File: src/rtl/apb_bridge_pkg.sv
// Shared types and field positions for the ICB-to-APB bridge.
// Used by the APB master controller and its slave-return multiplexer.
package apb_bridge_pkg;

  typedef enum logic [1:0] {
    IDLE   = 2'b00,
    SETUP  = 2'b01,
    ACCESS = 2'b10
  } apb_state_e;

  localparam int DEF_ADDR_W = 8;
  localparam int DEF_DATA_W = 32;

  // Command word (write FIFO) field positions.
  localparam int CMD_WRITE_BIT = 63;
  localparam int CMD_IDX_HI    = 62;
  localparam int CMD_IDX_LO    = 61;
  localparam int CMD_ADDR_HI   = 39;
  localparam int CMD_ADDR_LO   = 32;
  localparam int CMD_DATA_HI   = 31;
  localparam int CMD_DATA_LO   = 0;
  localparam int CMD_ADDR_W    = CMD_ADDR_HI - CMD_ADDR_LO + 1;
  localparam int CMD_DATA_W    = CMD_DATA_HI - CMD_DATA_LO + 1;

  // Response word (read FIFO) field positions.
  localparam int RSP_ERR_BIT = 40;
  localparam int WORD_W      = 64;

  localparam logic [7:0] ERR_CNT_MAX = 8'hFF;

  typedef struct packed {
    logic                  write;
    logic [1:0]            idx;
    logic [CMD_ADDR_W-1:0] addr;
    logic [CMD_DATA_W-1:0] data;
  } cmd_t;

  function automatic logic [WORD_W-1:0] pack_rsp(input logic                  err,
                                                 input logic [CMD_ADDR_W-1:0] addr,
                                                 input logic [CMD_DATA_W-1:0] data);
    return {{(WORD_W - RSP_ERR_BIT - 1){1'b0}}, err, addr, data};
  endfunction

endpackage

File: src/rtl/apb_slv_mux.sv
// Selects the addressed slave's prdata/pready/pslverr; flags indices with no slave.
// Out-of-range indices return all-zero data, no ready and no error.
module apb_slv_mux #(
  parameter int NSLV   = 4,
  parameter int DATA_W = 32
) (
  input  logic [1:0]             idx,
  input  logic [NSLV*DATA_W-1:0] prdata,
  input  logic [NSLV-1:0]        pready,
  input  logic [NSLV-1:0]        pslverr,
  output logic [DATA_W-1:0]      sel_prdata,
  output logic                   sel_pready,
  output logic                   sel_pslverr,
  output logic                   idx_oor
);

  // NOTE: every output gets a default before the loop so no path leaves one unassigned (no latch).
  always_comb begin
    sel_prdata  = '0;
    sel_pready  = 1'b0;
    sel_pslverr = 1'b0;
    idx_oor     = 1'b1;
    for (int i = 0; i < NSLV; i++) begin
      if (idx == 2'(i)) begin
        sel_prdata  = prdata[i*DATA_W +: DATA_W];
        sel_pready  = pready[i];
        sel_pslverr = pslverr[i];
        idx_oor     = 1'b0;
      end
    end
  end

endmodule

File: src/rtl/apb_master_ctrl.sv
// APB master: pops command words, runs one APB transfer each, pushes read responses.
// Reads only start when the read FIFO has room, so the completion push never overflows.
module apb_master_ctrl
  import apb_bridge_pkg::*;
#(
  parameter int NSLV    = 4,
  parameter int ADDR_W  = DEF_ADDR_W,
  parameter int DATA_W  = DEF_DATA_W,
  parameter int TIMEOUT = 255
) (
  input  logic                   clk,
  input  logic                   rst,
  input  logic                   en,
  input  logic                   wfifo_empty,
  input  logic [WORD_W-1:0]      wfifo_rdata,
  output logic                   wfifo_ren,
  input  logic                   rfifo_full,
  output logic [WORD_W-1:0]      rfifo_wdata,
  output logic                   rfifo_wen,
  output logic [1:0]             apb_state,
  output logic [NSLV-1:0]        psel,
  output logic                   penable,
  output logic                   pwrite,
  output logic [ADDR_W-1:0]      paddr,
  output logic [DATA_W-1:0]      pwdata,
  input  logic [NSLV*DATA_W-1:0] prdata,
  input  logic [NSLV-1:0]        pready,
  input  logic [NSLV-1:0]        pslverr,
  output logic [7:0]             err_cnt
);

  localparam logic [7:0] TIMEOUT_C = 8'(TIMEOUT);

  apb_state_e             state_q, state_d;
  cmd_t                   cmd_q, cmd_in;
  logic [7:0]             cnt_q;
  logic [7:0]             err_cnt_q;
  logic [WORD_W-1:0]      rsp_q;
  logic                   rsp_wen_q;
  logic                   pop, done, timed_out, xfer_err;
  logic [DATA_W-1:0]      sel_prdata;
  logic                   sel_pready, sel_pslverr, idx_oor;
  logic [CMD_DATA_W-1:0]  rsp_data;
  logic                   unused_cmd_bits;

  assign cmd_in = '{write: wfifo_rdata[CMD_WRITE_BIT],
                    idx:   wfifo_rdata[CMD_IDX_HI:CMD_IDX_LO],
                    addr:  wfifo_rdata[CMD_ADDR_HI:CMD_ADDR_LO],
                    data:  wfifo_rdata[CMD_DATA_HI:CMD_DATA_LO]};
  assign unused_cmd_bits = ^wfifo_rdata[CMD_IDX_LO-1:CMD_ADDR_HI+1];

  apb_slv_mux #(
    .NSLV   (NSLV),
    .DATA_W (DATA_W)
  ) u_slv_mux (
    .idx         (cmd_q.idx),
    .prdata      (prdata),
    .pready      (pready),
    .pslverr     (pslverr),
    .sel_prdata  (sel_prdata),
    .sel_pready  (sel_pready),
    .sel_pslverr (sel_pslverr),
    .idx_oor     (idx_oor)
  );

  // NOTE: sequential state uses non-blocking assignments so every register samples pre-edge values.
  always_ff @(posedge clk) begin
    if (rst) state_q <= IDLE;
    else     state_q <= state_d;
  end

  // Pop is gated by rst so a word is never consumed and then lost to the reset edge.
  always_comb begin
    state_d   = state_q;
    pop       = 1'b0;
    done      = 1'b0;
    timed_out = 1'b0;
    xfer_err  = 1'b0;
    unique case (state_q)
      IDLE: begin
        if (!rst && en && !wfifo_empty && (cmd_in.write || !rfifo_full)) begin
          pop     = 1'b1;
          state_d = SETUP;
        end
      end
      SETUP: state_d = ACCESS;
      ACCESS: begin
        // A real pready wins over a coincident timeout.
        timed_out = !idx_oor && !sel_pready && (cnt_q == TIMEOUT_C);
        done      = idx_oor || sel_pready || timed_out;
        xfer_err  = idx_oor || timed_out || sel_pslverr;
        if (done) state_d = IDLE;
      end
      default: state_d = IDLE;
    endcase
  end

  assign rsp_data = (idx_oor || timed_out) ? '0 : CMD_DATA_W'(sel_prdata);

  always_ff @(posedge clk) begin
    if (rst) begin
      cmd_q     <= '0;
      cnt_q     <= '0;
      err_cnt_q <= '0;
      rsp_q     <= '0;
      rsp_wen_q <= 1'b0;
    end else begin
      if (pop) cmd_q <= cmd_in;
      if (state_q == ACCESS && !done) cnt_q <= cnt_q + 8'd1;
      else                            cnt_q <= '0;
      rsp_wen_q <= done && !cmd_q.write;
      if (done && !cmd_q.write) rsp_q <= pack_rsp(xfer_err, cmd_q.addr, rsp_data);
      if (done && xfer_err && err_cnt_q != ERR_CNT_MAX) err_cnt_q <= err_cnt_q + 8'd1;
    end
  end

  always_comb begin
    psel = '0;
    for (int i = 0; i < NSLV; i++) begin
      psel[i] = (state_q == SETUP || state_q == ACCESS) && !idx_oor && (cmd_q.idx == 2'(i));
    end
  end

  assign penable     = (state_q == ACCESS);
  assign pwrite      = cmd_q.write;
  assign paddr       = ADDR_W'(cmd_q.addr);
  assign pwdata      = DATA_W'(cmd_q.data);
  assign wfifo_ren   = pop;
  assign rfifo_wen   = rsp_wen_q;
  assign rfifo_wdata = rsp_q;
  assign apb_state   = state_q;
  assign err_cnt     = err_cnt_q;

endmodule

File: config.mk
export PLATFORM = sky130hd
export DESIGN_NAME = apb_master_ctrl
export DESIGN_NICKNAME = d
export VERILOG_FILES = /design/src/rtl/apb_bridge_pkg.sv /design/src/rtl/apb_slv_mux.sv /design/src/rtl/apb_master_ctrl.sv
export SDC_FILE = /design/constraint.sdc
export NUM_CORES = 1
export LEC_CHECK = 0
export ABC_AREA = 0
export BUFFER_PORTS_ARGS = -buffer_cell sky130_fd_sc_hd__buf_4
export CORE_AREA = 2 2 128 130
export DETAILED_ROUTE_END_ITERATION = 8
export DIE_AREA = 0 0 130 132
export GPL_ROUTABILITY_DRIVEN = 1
export PLACE_DENSITY = 0.65
export SLEW_MARGIN = 25
export SYNTH_ARGS = -nofsm -noshare
export SYNTH_HDL_FRONTEND = slang
export SYNTH_SLANG_ARGS = --single-unit
File: constraint.sdc
create_clock -name clk -period 2.1 [get_ports clk]
set_input_delay 0.42 -clock clk [delete_from_list [all_inputs] [get_ports clk]]
set_output_delay 0.42 -clock clk [all_outputs]
set_load 0.03 [all_outputs]
==> flow_summary.toml <==
[timing]
period_needed_ns = 2.03
setup_violations = 0
relSlewSlack = 0.566
holdWs_ns = 0.255
clock.fmax_mhz = 494
finalMaxSlewViolations = 0
fin_skew_ns = 0.00975
worst_pin_slew_ns = 0.652
fin_crit_sh = 0.965
hold_violations = 0

[yosys]
synth_simple_gate_area_frac = 0.198
synthFlopType = "dfxtp_1"
synth-seq-area-share = 0.405
ys_warn_count = 0
syn_area_per_cell_um2 = 9.97
synth_edf_count = 0
synth_compound_area_frac = 0.0742
synth.area.top_cells = "dfxtp_1, mux4_2, buf_4, nand2_1, nand3b_1"
synth_top_area_frac = 0.405
synth_top_family_by_area = "simple AND/OR/NAND/NOR gates"
synth.ff_latch_count = 103
ys_async_sr_fraction = 0
synth_area_leader_cell = "dfxtp_1"
synthAdderAreaFrac = 0.0123
synth-xor-area-share = 0.0103
muxShareOfSynthArea = 0.174
ys_types = 39
syn_inst = 511
syn_area_um2 = 5090

[floorplan]
rows = 46
initial_core_util = 0.324
die_y_um = 132
die_area_um2 = 17200
io_pins = 327
die_x_um = 130
core_area_um2 = 15700

[final_layout]
layout-area-overhead-vs-synth_pct = 46.7
final_nets = 958
final_util = 0.476
n_fill_cell = 1520
antenna_cells = 0
fin_cells = 969
drive_gt1_frac = 0.483
postLayoutCellArea_um2 = 7470

[pwr]
total_power_mw = 4.55
power_density_nw_per_um2 = 609
ir_drop_v = 0.000429
leakage_nw = 3.46

[clock_tree]
cts_root_buf = "clkbuf_16"
clock_latency_ns = 0.35
cts_made_buffers = 9
cts-htree-levels = 3
clock_path_buffers = 2
cts.clk_slew.worst_paths_ns = 0.07
clkSinkCount = 103
cts_tree = "done"

[run_status]
status = "finished clean"

[global_route]
grt_pass1_vias = 4431
grt_max_degree = 72
grt.overflow.total = 0
track_usage = 0.173
grt_pass1_wl_um = 22900
antenna_found_initial = 0

[route]
wl_per_cell_um = 16.2
via_per_inst = 4.70
route.detailed.drc = 0
dr_total_vias = 4552
drt_wl_total_um = 15700
ant_nets = 0
dr.pass1.iters = 4
drt_iter0_drc = 211

[worst_hold_path]
hp-class = "input port to flop"

[critical_path]
crit_type = "flop to flop"
worstSetupStartpointType = "flop"
required_ns = 2.37
r2r_slack_ns = 0.07
crit_arrival_ns = 2.29
cp_max_fo = 5
critPathCaptureType = "flop"

[place]
placed_area_um2 = 7140
numPortBuffers = 282
place_inst = 952
place_hpwl_um = 11700
gp_congestion = 0.781

[flow_run]
maxCapViolCount = 0
sequential cells by signal (all words and copies together) (netlist names):
register / flops
apb_state: 2
cmd_q: 2
cnt_q: 8
err_cnt: 8
paddr: 8
pwdata: 32
pwrite: 1
rfifo_wdata: 41
rfifo_wen: 1
metal layers:
layer  wire length [µm]  global-route usage  vias up
met5                  0                   0        -
met4                435              0.0705        0
met3               1330              0.0459       29
met2               7870               0.302      202
met1               6090               0.198     2143
li1                   -                   -     2178
timing repair:
action / 4_1_cts / 5_1_grt
setup endpoints to repair: 1 / 5
buffers inserted: 0 / 1
hold buffers: 0 / 0
gates resized for setup: 0 / 5
pin swaps: 1 / 0
report_power, final:
group	internal, mW	total, mW	leakage, nW	switching [mW]
sequential	2.00	2.03	0.835	0.0305
clock	0.988	1.73	0.152	0.739
combinational	0.427	0.795	2.47	0.368
logic make-up (layout without fill, tap and decap cells):
| group | Yosys count | after routing |
|---|---|---|
| compound gates | 49 | 49 |
| fa+ha+maj | 5 | 5 |
| simple gates | 198 | 198 |
| flops | 103 | 103 |
| mux | 46 | 46 |
| xor+xnor | 6 | 6 |
| buf+inv | 103 | 323 |
| other cells | 1 | 23 |
synth_stat cells (all sizes together), types with 2 or more instances:
| cell type | count |
|---|---|
| dfxtp | 103 |
| nand2 | 94 |
| buf | 77 |
| nand3b | 44 |
| mux4 | 34 |
| a22o | 31 |
| nor2 | 24 |
| clkbuf | 20 |
| mux2i | 10 |
| a21oi | 8 |
| nand2b | 6 |
| ha | 5 |
| inv | 5 |
| o21ai | 5 |
| nand3 | 4 |
| nor2b | 4 |
| or3 | 4 |
| xor2 | 4 |
| and3 | 3 |
| a211oi | 2 |
| and4 | 2 |
| mux2 | 2 |
| nand4 | 2 |
| nor3 | 2 |
| nor3b | 2 |
| nor4b | 2 |
| or4 | 2 |
| xnor2 | 2 |
layout by cell type, fill, tap and decap left out, drive strengths merged, types with 4 or more instances in the layout:
master  instances
buf           301
dfxtp         103
nand2          94
nand3b         44
mux4           34
a22o           31
nor2           24
conb           23
clkbuf         11
mux2i          10
a21oi           8
nand2b          6
inv             5
o21ai           5
ha              5
nor2b           4
nand3           4
xor2            4
or3             4
clkinv          4
worst max-delay path, stage by stage, from the launching register on:
cell	delay [ns]
dfxtp_4	0.38
mux4_2	0.54
and3b_2	0.28
a21oi_2	0.07
buf_4	0.16
or4_1	0.45
o21ai_0	0.07
per-stage QoR:
stage / setup slack [ns] / TNS (ns)
2_1_floorplan: 0.0471 / 0
3_3_place_gp: -0.101 / -0.152
3_5_place_dp: -0.124 / -0.277
4_1_cts: 0.0149 / 0
5_1_grt: -0.000401 / -0.000401
6_report: 0.0745 / 0
worst paths after layout:
| kind | cells past startpoint | endpoint | startpoint |
|---|---|---|---|
| hold reg to reg | 1 | cnt_q[0]$_SDFF_PP0_ | cnt_q[0]$_SDFF_PP0_ |
| setup reg to reg | 6 | err_cnt[0]$_SDFFE_PP0P_ | cmd_q[40]$_SDFFE_PP0P_ |
| hold / removal | 3 | pwdata[23]$_SDFFE_PP0P_ | wfifo_rdata[23] |
| setup / recovery | 6 | err_cnt[0]$_SDFFE_PP0P_ | cmd_q[40]$_SDFFE_PP0P_ |
cell type report:
cell class | instances | area, µm² | share of cell area
clock inverter | 5 | 56.3 | 0.00754
inverter | 6 | 22.5 | 0.00301
timing repair buffer | 301 | 2300 | 0.308
tap | 216 | 270 | 0.0362
clock buffer | 11 | 253 | 0.0338
multi-input combinational | 327 | 2500 | 0.335
sequential | 103 | 2070 | 0.277
Power figures use the tool's default switching activity.
